File: src/rtl/revaluate_slice_controller_pkg.sv
// Shared constants and state encoding for the revaluate slice sequencer.
//   NUM_PAGE / NUM_TURNS : pages per state and turns per encode run
//   PAGE_BITS / TURN_BITS: counter and address widths
//   state_t              : 3-bit sequencer state encoding
package revaluate_slice_controller_pkg;

    localparam int unsigned NUM_PAGE   = 64;
    localparam int unsigned NUM_TURNS  = 24;
    localparam int unsigned PAGE_BITS  = 6;
    localparam int unsigned TURN_BITS  = 5;
    localparam int unsigned STATE_BITS = 3;

    typedef enum logic [STATE_BITS-1:0] {
        S_IDLE  = 3'd0,
        S_READ  = 3'd1,
        S_WAIT  = 3'd2,
        S_WRITE = 3'd3,
        S_DONE  = 3'd4
    } state_t;

endpackage

File: src/rtl/revaluate_counter.sv
// Parameterised wrapping up-counter with synchronous clear.
//   clk, rst : clock, synchronous active-high reset
//   clr      : synchronous clear (same effect as rst)
//   en       : count enable; wraps MAX -> 0
//   q        : registered count
//   tc_c     : combinational terminal-count flag (q == MAX)
module revaluate_counter #(
    parameter int unsigned WIDTH = 6,
    parameter int unsigned MAX   = 63
) (
    input  logic             clk,
    input  logic             rst,
    input  logic             clr,
    input  logic             en,
    output logic [WIDTH-1:0] q,
    output logic             tc_c
);

    assign tc_c = (q == WIDTH'(MAX));

    always_ff @(posedge clk) begin
        if (rst || clr) begin
            q <= '0;
        end else if (en) begin
            q <= tc_c ? '0 : q + WIDTH'(1);
        end
    end

endmodule

File: src/rtl/revaluate_slice_controller.sv
// Sequencer for the revaluate step: for each turn, reads every page into the
// slice register and writes the datapath result back to the same page.
//   clk, rst     : clock, synchronous active-high reset
//   start        : run request, honoured only in IDLE
//   mem_rd_valid : page memory read data valid, honoured only in WAIT
//   busy, done   : run in progress / one-cycle end-of-run pulse
//   mem_addr     : current page
//   mem_rd_en    : read strobe (READ), mem_wr_en: write-back strobe (WRITE)
//   reg_ld       : slice register load, same cycle as accepted read data
//   reg_clr      : slice register clear, same cycle as accepted start
//   turn         : current turn index for round-constant selection
module revaluate_slice_controller
    import revaluate_slice_controller_pkg::*;
(
    input  logic                 clk,
    input  logic                 rst,
    input  logic                 start,
    input  logic                 mem_rd_valid,
    output logic                 busy,
    output logic                 done,
    output logic [PAGE_BITS-1:0] mem_addr,
    output logic                 mem_rd_en,
    output logic                 mem_wr_en,
    output logic                 reg_ld,
    output logic                 reg_clr,
    output logic [TURN_BITS-1:0] turn
);

    state_t state;

    logic start_acc_c;
    logic in_write_c;
    logic page_tc_c;
    logic turn_tc_c;
    logic last_c;

    // reg_ld / reg_clr must act in the cycle their input is seen, so they are
    // decoded from the current state; reset suppresses both.
    assign start_acc_c = !rst && (state == S_IDLE) && start;
    assign reg_clr     = start_acc_c;
    assign reg_ld      = !rst && (state == S_WAIT) && mem_rd_valid;

    assign in_write_c  = (state == S_WRITE);
    assign last_c      = page_tc_c && turn_tc_c;

    // Page counter doubles as mem_addr; it holds the last page after the run.
    revaluate_counter #(
        .WIDTH (PAGE_BITS),
        .MAX   (NUM_PAGE - 1)
    ) u_page_cnt (
        .clk  (clk),
        .rst  (rst),
        .clr  (start_acc_c),
        .en   (in_write_c && !last_c),
        .q    (mem_addr),
        .tc_c (page_tc_c)
    );

    // Turn advances on the last page's write; it never wraps past the final turn.
    revaluate_counter #(
        .WIDTH (TURN_BITS),
        .MAX   (NUM_TURNS - 1)
    ) u_turn_cnt (
        .clk  (clk),
        .rst  (rst),
        .clr  (start_acc_c),
        .en   (in_write_c && page_tc_c && !turn_tc_c),
        .q    (turn),
        .tc_c (turn_tc_c)
    );

    // Sequencer; registered outputs are set for the state being entered.
    always_ff @(posedge clk) begin
        if (rst) begin
            state     <= S_IDLE;
            busy      <= 1'b0;
            done      <= 1'b0;
            mem_rd_en <= 1'b0;
            mem_wr_en <= 1'b0;
        end else begin
            busy      <= 1'b0;
            done      <= 1'b0;
            mem_rd_en <= 1'b0;
            mem_wr_en <= 1'b0;
            case (state)
                S_IDLE: begin
                    if (start) begin
                        state     <= S_READ;
                        busy      <= 1'b1;
                        mem_rd_en <= 1'b1;
                    end
                end
                S_READ: begin
                    state <= S_WAIT;
                    busy  <= 1'b1;
                end
                S_WAIT: begin
                    busy <= 1'b1;
                    if (mem_rd_valid) begin
                        state     <= S_WRITE;
                        mem_wr_en <= 1'b1;
                    end
                end
                S_WRITE: begin
                    busy <= 1'b1;
                    if (last_c) begin
                        state <= S_DONE;
                        done  <= 1'b1;
                    end else begin
                        state     <= S_READ;
                        mem_rd_en <= 1'b1;
                    end
                end
                S_DONE: begin
                    state <= S_IDLE;
                end
                default: begin
                    state <= S_IDLE;
                end
            endcase
        end
    end

endmodule

File: config.mk
export PLATFORM = sky130hd
export DESIGN_NAME = revaluate_slice_controller
export DESIGN_NICKNAME = d
export VERILOG_FILES = /design/src/rtl/revaluate_slice_controller_pkg.sv /design/src/rtl/revaluate_counter.sv /design/src/rtl/revaluate_slice_controller.sv
export SDC_FILE = /design/constraint.sdc
export NUM_CORES = 1
export LEC_CHECK = 0
export ABC_AREA = 1
export ABC_CLOCK_PERIOD_IN_PS = 2170
export CELL_PAD_IN_SITES_DETAIL_PLACEMENT = 1
export CELL_PAD_IN_SITES_GLOBAL_PLACEMENT = 2
export CORE_MARGIN = 2
export CORE_UTILIZATION = 28
export DETAILED_ROUTE_END_ITERATION = 8
export GPL_TIMING_DRIVEN = 0
export PLACE_DENSITY = 0.77
export SLEW_MARGIN = 20
export SYNTH_ARGS = -nofsm -noshare
export SYNTH_HDL_FRONTEND = slang
export SYNTH_SLANG_ARGS = --single-unit
File: constraint.sdc
create_clock -name clk -period 2.17 [get_ports clk]
set_input_delay 0.3255 -clock clk [delete_from_list [all_inputs] [get_ports clk]]
set_output_delay 0.3255 -clock clk [all_outputs]
set_load 0.02 [all_outputs]
== Word-level counts from Yosys, hierarchy flattened ==
Cells that the tools add are included.

* Add/sub/neg operators: 2
* Reductions and logical operators: 17
* Multiplexer cells: 12
* Eq/ne operators: 7
* Bitwise gates (word level): 2

{| class="wikitable"
|+ Operators with widths
! cell !! number
|-
| one-hot mux 3 bit (4 select lines) || 1
|-
| 2-to-1 mux 3 bit || 3
|-
| logical AND 1 bit || 8
|-
| adder 6 x 1 -> 6 bit (second input constant) || 1
|-
| equality test 3 x 2 -> 1 bit (second input constant) || 2
|-
| equality test 6 bit (second input constant) || 1
|-
| 2-to-1 mux 6 bit || 1
|-
| adder 5 x 1 -> 5 bit (second input constant) || 1
|-
| equality test 5 bit (second input constant) || 1
|-
| 2-to-1 mux 5 bit || 1
|-
| 2-to-1 mux 1 bit || 4
|-
| inequality test 2 bit (second input constant) || 2
|-
| one-hot mux 1 bit (2 select lines) || 2
|-
| OR reduction 2 bit || 2
|-
| equality test 3 x 1 -> 1 bit (second input constant) || 1
|-
| zero test 1 bit || 3
|-
| zero test 3 bit || 1
|-
| OR reduction 3 bit || 1
|-
| inverter 1 bit || 2
|-
| AND reduction 2 bit || 1
|-
| logical OR 1 bit || 1
|}

* Register bits after elaboration: 18
* Output and inout bits: 17
* Bits of input ports: 4
* Logic and storage cells: 47

== Depth between registers and ports, before layout ==
* Depth after elaboration: 4
* Depth in mapped cells: 9
* Mapped depth without buffers: 9

== Cells and area by module ==
From an unflattened synthesis, not the netlist that was laid out.

* Cell total of the unflattened synthesis: 115
* Area total of the unflattened synthesis: 825.8 um^2

{| class="wikitable"
|+ By module, submodules not included
! module !! sequential area each (um^2) !! instances !! area an instance (um^2) !! cells each
|-
| revaluate_counter at u_page_cnt || 120.1 || 1 || 295.3 || 42
|-
| revaluate_slice_controller || 140.1 || 1 || 290.3 || 38
|-
| revaluate_counter at u_turn_cnt || 100.1 || 1 || 240.2 || 35
|}

== Least setup slack after synthesis ==
Ideal clock, no wire load.

* Kind: register to register
* Start point: register u_page_cnt.q[1]
* End point: register u_turn_cnt.q[3]
* Library setup time: 0.121 ns
* Data required time: 2.049 ns
* Data arrival time: 1.333 ns
* Path slack: 0.715 ns
* Stages on the path, launching flop included: 9
* Clock period less this slack: 1.455 ns
* Buffers on the path: 0
* Cells stage by stage: dfxtp_1 ha_1 nand3_2 nor2_4 nand2_2 nor2_4 nor2_1 nor2_1 nor2_1

* Cells in the longest elaborated chain, start to end: 3

{| class="wikitable"
|+ Ends and longest elaborated chain
! element !! line !! source
|-
| start, declared || revaluate_counter.sv:15 || <nowiki>output logic [WIDTH-1:0] q,</nowiki>
|-
| start signal, assigned || revaluate_counter.sv:25 || <nowiki>q <= tc_c ? '0 : q + WIDTH'(1);</nowiki>
|-
| equality test 6 bit || revaluate_counter.sv:19 || <nowiki>assign tc_c = (q == WIDTH'(MAX));</nowiki>
|-
| logical AND 1 bit (2 in series) || revaluate_slice_controller.sv:67 || <nowiki>.en (in_write_c && page_tc_c && !turn_tc_c),</nowiki>
|-
| end signal, assigned || revaluate_counter.sv:25 ||
|-
| end, declared || revaluate_counter.sv:15 ||
|}

No other way between the ends.
A chain may end at the register's enable or synchronous reset.

== Worst setup path in the final report ==
* Start point: input rst
* End point: output reg_clr

* Cells in the longest elaborated chain, start to end: 3

{| class="wikitable"
|+ Ends and longest elaborated chain
! element !! line !! source
|-
| start, declared || revaluate_slice_controller.sv:16 || <nowiki>input logic rst,</nowiki>
|-
| zero test 1 bit || revaluate_slice_controller.sv:39 || <nowiki>assign start_acc_c = !rst && (state == S_IDLE) && start;</nowiki>
|-
| logical AND 1 bit (2 in series) || revaluate_slice_controller.sv:39 ||
|-
| end, declared || revaluate_slice_controller.sv:25 || <nowiki>output logic reg_clr,</nowiki>
|}

No other way between the ends.

==> reports/metrics.csv <==
stage;metric;value;unit
final_layout;fin area;1200;um2
pwr;clock group share of total power;32.7;%
cts;CTS tree;done;
setup_path;CP required;1840;ps
synth;Yosys top cell area share;39.9;%
synth;Gate Count Post-Synth;126;
die;IO Pins;21;
pwr;Seq pwr share;55.0;%
global_routing;first-pass GRT wire length;3720;um
synth;post-synthesis mux area share;0;%
setup_path;WS Path Type;input pin to output pin;
setup_path;worst path arrival time;1640;ps
hold_path;Hold Path Class;flip-flop to flip-flop;
global_routing;Congestion Overflow GR;0;
synth;Avg Inst Size Synth;7.17;um2
sta;final hold vios;0;
setup_path;Worst R2R Setup Slack;660;ps
sta;crit path setup slack, layout;205;ps
synth;adder-cell share of the synthesized area;2.77;%
hold_path;Worst Hold Depth;1;
final_layout;commonest non-fill, non-tap cell in the layout;nand2_1;
pwr;Pleak;0.495;nW
final_layout;antenna cell count;0;
detailed_routing;DRC;0;
die;die width;60.8;um
synth;Synth Area in XOR/XNOR;0;%
setup_path;Crit. End Element;output pin;
placed_design;IO Port Bufs;20;
detailed_routing;Vias/cell;4.41;
setup_path;CP max FO;7;
detailed_routing;routed len/inst;11.2;um
final_layout;commonest cells after routing, fill and taps aside;nand2_1 (30), nor2_1 (21), clkdlybuf4s50_1 (19), dfxtp_1 (18), inv_1 (15);
final_layout;fraction of layout cells with a size suffix above 1;12.7;%
cts;clk sinks;18;
setup_path;reg2reg start;u_page_cnt.q[1];
hold_path;beginning of the worst hold path;u_page_cnt.q[0];
sta;Tcrit/Tclk final;90.6;%
global_routing;largest net degree at the start of global routing;11;
synth;synthesized area;903;um2
sta;Worst Tran Pin Value;323;ps
detailed_routing;drt first pass iters;2;
hold_path;hold path endpoint;u_page_cnt.q[0];
die;core area;3050;um2
synth;simple-gate share of the synthesized area;43.1;%
detailed_routing;vias;856;
cts;CTS buffer count;3;
synth;Synth Area in Compound Gates;6.93;%
die;Die Height;60.8;um
global_routing;vias in the first global route;891;
synth;main combinational cell family by area after synthesis;simple AND/OR/NAND/NOR gates;
detailed_routing;DRT antenna net count;0;
flow_run;max_cap viols;0;
setup_path;worst reg-to-reg path cell count;8;
synth;count of different cell masters after synthesis;20;
synth;Syn Nets;132;
placed_design;placed instance area;1160;um2
placed_design;HPWL Detailed;1690;um
pwr;Power Internal;0.000474;W
placed_design;RD Place Congestion;0.723;
sta;skew final;3.55;ps
placed_design;pre-CTS setup slack;20.8;ps
global_routing;antenna violations before repair;0;
cts;setup bufs post-CTS;0;
outcome;outcome;finished clean;
cts;CTS Buffer Depth;2;
global_routing;total track usage;13.5;%
setup_path;Critical R2R Capture;u_turn_cnt.q[3];
pwr;combinational share of power;12.3;%
pwr;Sw Ratio;25.3;%
final_layout;Reg area;360;um2
sta;setup TNS;0;ps
pwr;Power Density;530;nW/um2
cts;Post-CTS Hold Fix Bufs;0;
final_layout;Fill cells;405;
final_layout;Multi-input gate area;477;um2
die;Die Area;3700;um2
sta;min Tclk post-route;1970;ps
synth;post-synthesis register bit count;18;
cts;Root Buffer;clkbuf_4;
synth;sequential area share after synthesis;39.9;%
synth;area leader, netlist;dfxtp_1;
die;# rows;20;
sta;RSZ-0062 raised after global routing;no;
die;initial core utilization;29.6;%
sta;Max Slew Vio Count;0;
cts;clk_lat worst skew;290;ps
final_layout;# nets final;157;
detailed_routing;Starting DRT DRC Count;25;
pwr;maximum vdd drop;165;uV
pwr;sw power;0.000160;W
sta;Fmax achieved;0.509;GHz
setup_path;CP startpoint kind;input pin;
sta;worst relative slew slack;78.4;%
synth;synth top area cells;dfxtp_1 (40%), nand2_1 (12%), nor2_1 (8.7%);
cts;H-Tree Depth;1;
sta;endpoints failing setup;0;
cts;Clock Pin Slew Worst Setup and Hold Paths;100;ps
final_layout;synthesis-to-layout area growth;32.5;%
synth;Synth Warn #;0;
detailed_routing;total wire length;2180;um
[power groups by stage]
stage / logic, W / clock network [W] / registers (W)
detailed placement: 0.0000800 / 0 / 0.000357
floorplan: 0.0000412 / 0 / 0.000362
global placement: 0.0000795 / 0 / 0.000356
global route: 0.0000888 / 0.000233 / 0.000351
CTS: 0.0000802 / 0.000217 / 0.000350
finish: 0.0000783 / 0.000207 / 0.000349
[logic make-up after synthesis]
kind of cell               Yosys count
and+or+nand+nor                     77
buffers and inverters               17
AOI/OAI and AO/OA                   12
DFF                                 18
adders and majority gates            2
[layout make-up]
class                      instances  area share (%)
multi-input combinational         91            39.8
timing repair buffer              20            16.9
inverter                          17            5.54
sequential                        18            30.1
tap                               44            4.60
clock buffer                       4            3.03
[how the worst max path moves through the flow]
stage / from / cells past startpoint / slack (ps) / endpoint
after floorplan: u_page_cnt.q[1] / 8 / 720 / u_turn_cnt.q[3]
after global placement: rst / 5 / 40 / reg_ld
after detailed placement: rst / 5 / 20 / reg_ld
after CTS: rst / 5 / 20 / reg_ld
after global routing: state[0] / 4 / 80 / reg_clr
final: rst / 3 / 200 / reg_clr
[what timing repair did]
action,in CTS,in global routing
endpoints found under the hold margin,0,0
endpoints found under the setup margin,0,1
resized for setup,0,1
[registers in the layout, indices dropped and copies added (netlist names)]
register / count
mem_wr_en: 1
done: 1
busy: 1
state: 3
u_turn_cnt.q: 5
u_page_cnt.q: 6
mem_rd_en: 1
[worst max-delay path, stage by stage]
cell	delay, ps
clkdlybuf4s50_1	540
nor2_1	160
clkdlybuf4s50_1	610
[synthesized netlist by cell type]
library cell   n
nand2_1       30
nor2_1        21
dfxtp_1       18
inv_1         15
a21oi_1        9
nand4_1        7
nand3_2        4
nand3_1        3
nor2_4         3
ha_1           2
nand2_2        2
nand2_4        2
nor3_1         2
o21ai_0        2
inv_2          1
inv_4          1
nand3b_1       1
nor2_2         1
o21bai_1       1
or2_2          1
[routing by layer]
| layer | track usage (%) | up-vias | part of all wire, % |
|---|---|---|---|
| met3 | 2.56 | 2 | 3.5 |
| met1 | 16.5 | 389 | 49 |
| li1 | - | 450 | - |
| met4 | 5.59 | 0 | 0.82 |
| met5 | 0 | - | 0 |
| met2 | 23.0 | 15 | 47 |
[through the flow]
step	hold WS [ps]	power (W)	std cells	util [%]
floorplan	395	0.000403	126	-
detailed placement	509	0.000437	190	38.0
CTS	525	0.000646	194	39.1
global placement	485	0.000436	190	38.0
global route	564	0.000673	194	39.2
finish	524	0.000635	194	39.2
Power figures use the tool's default switching activity.
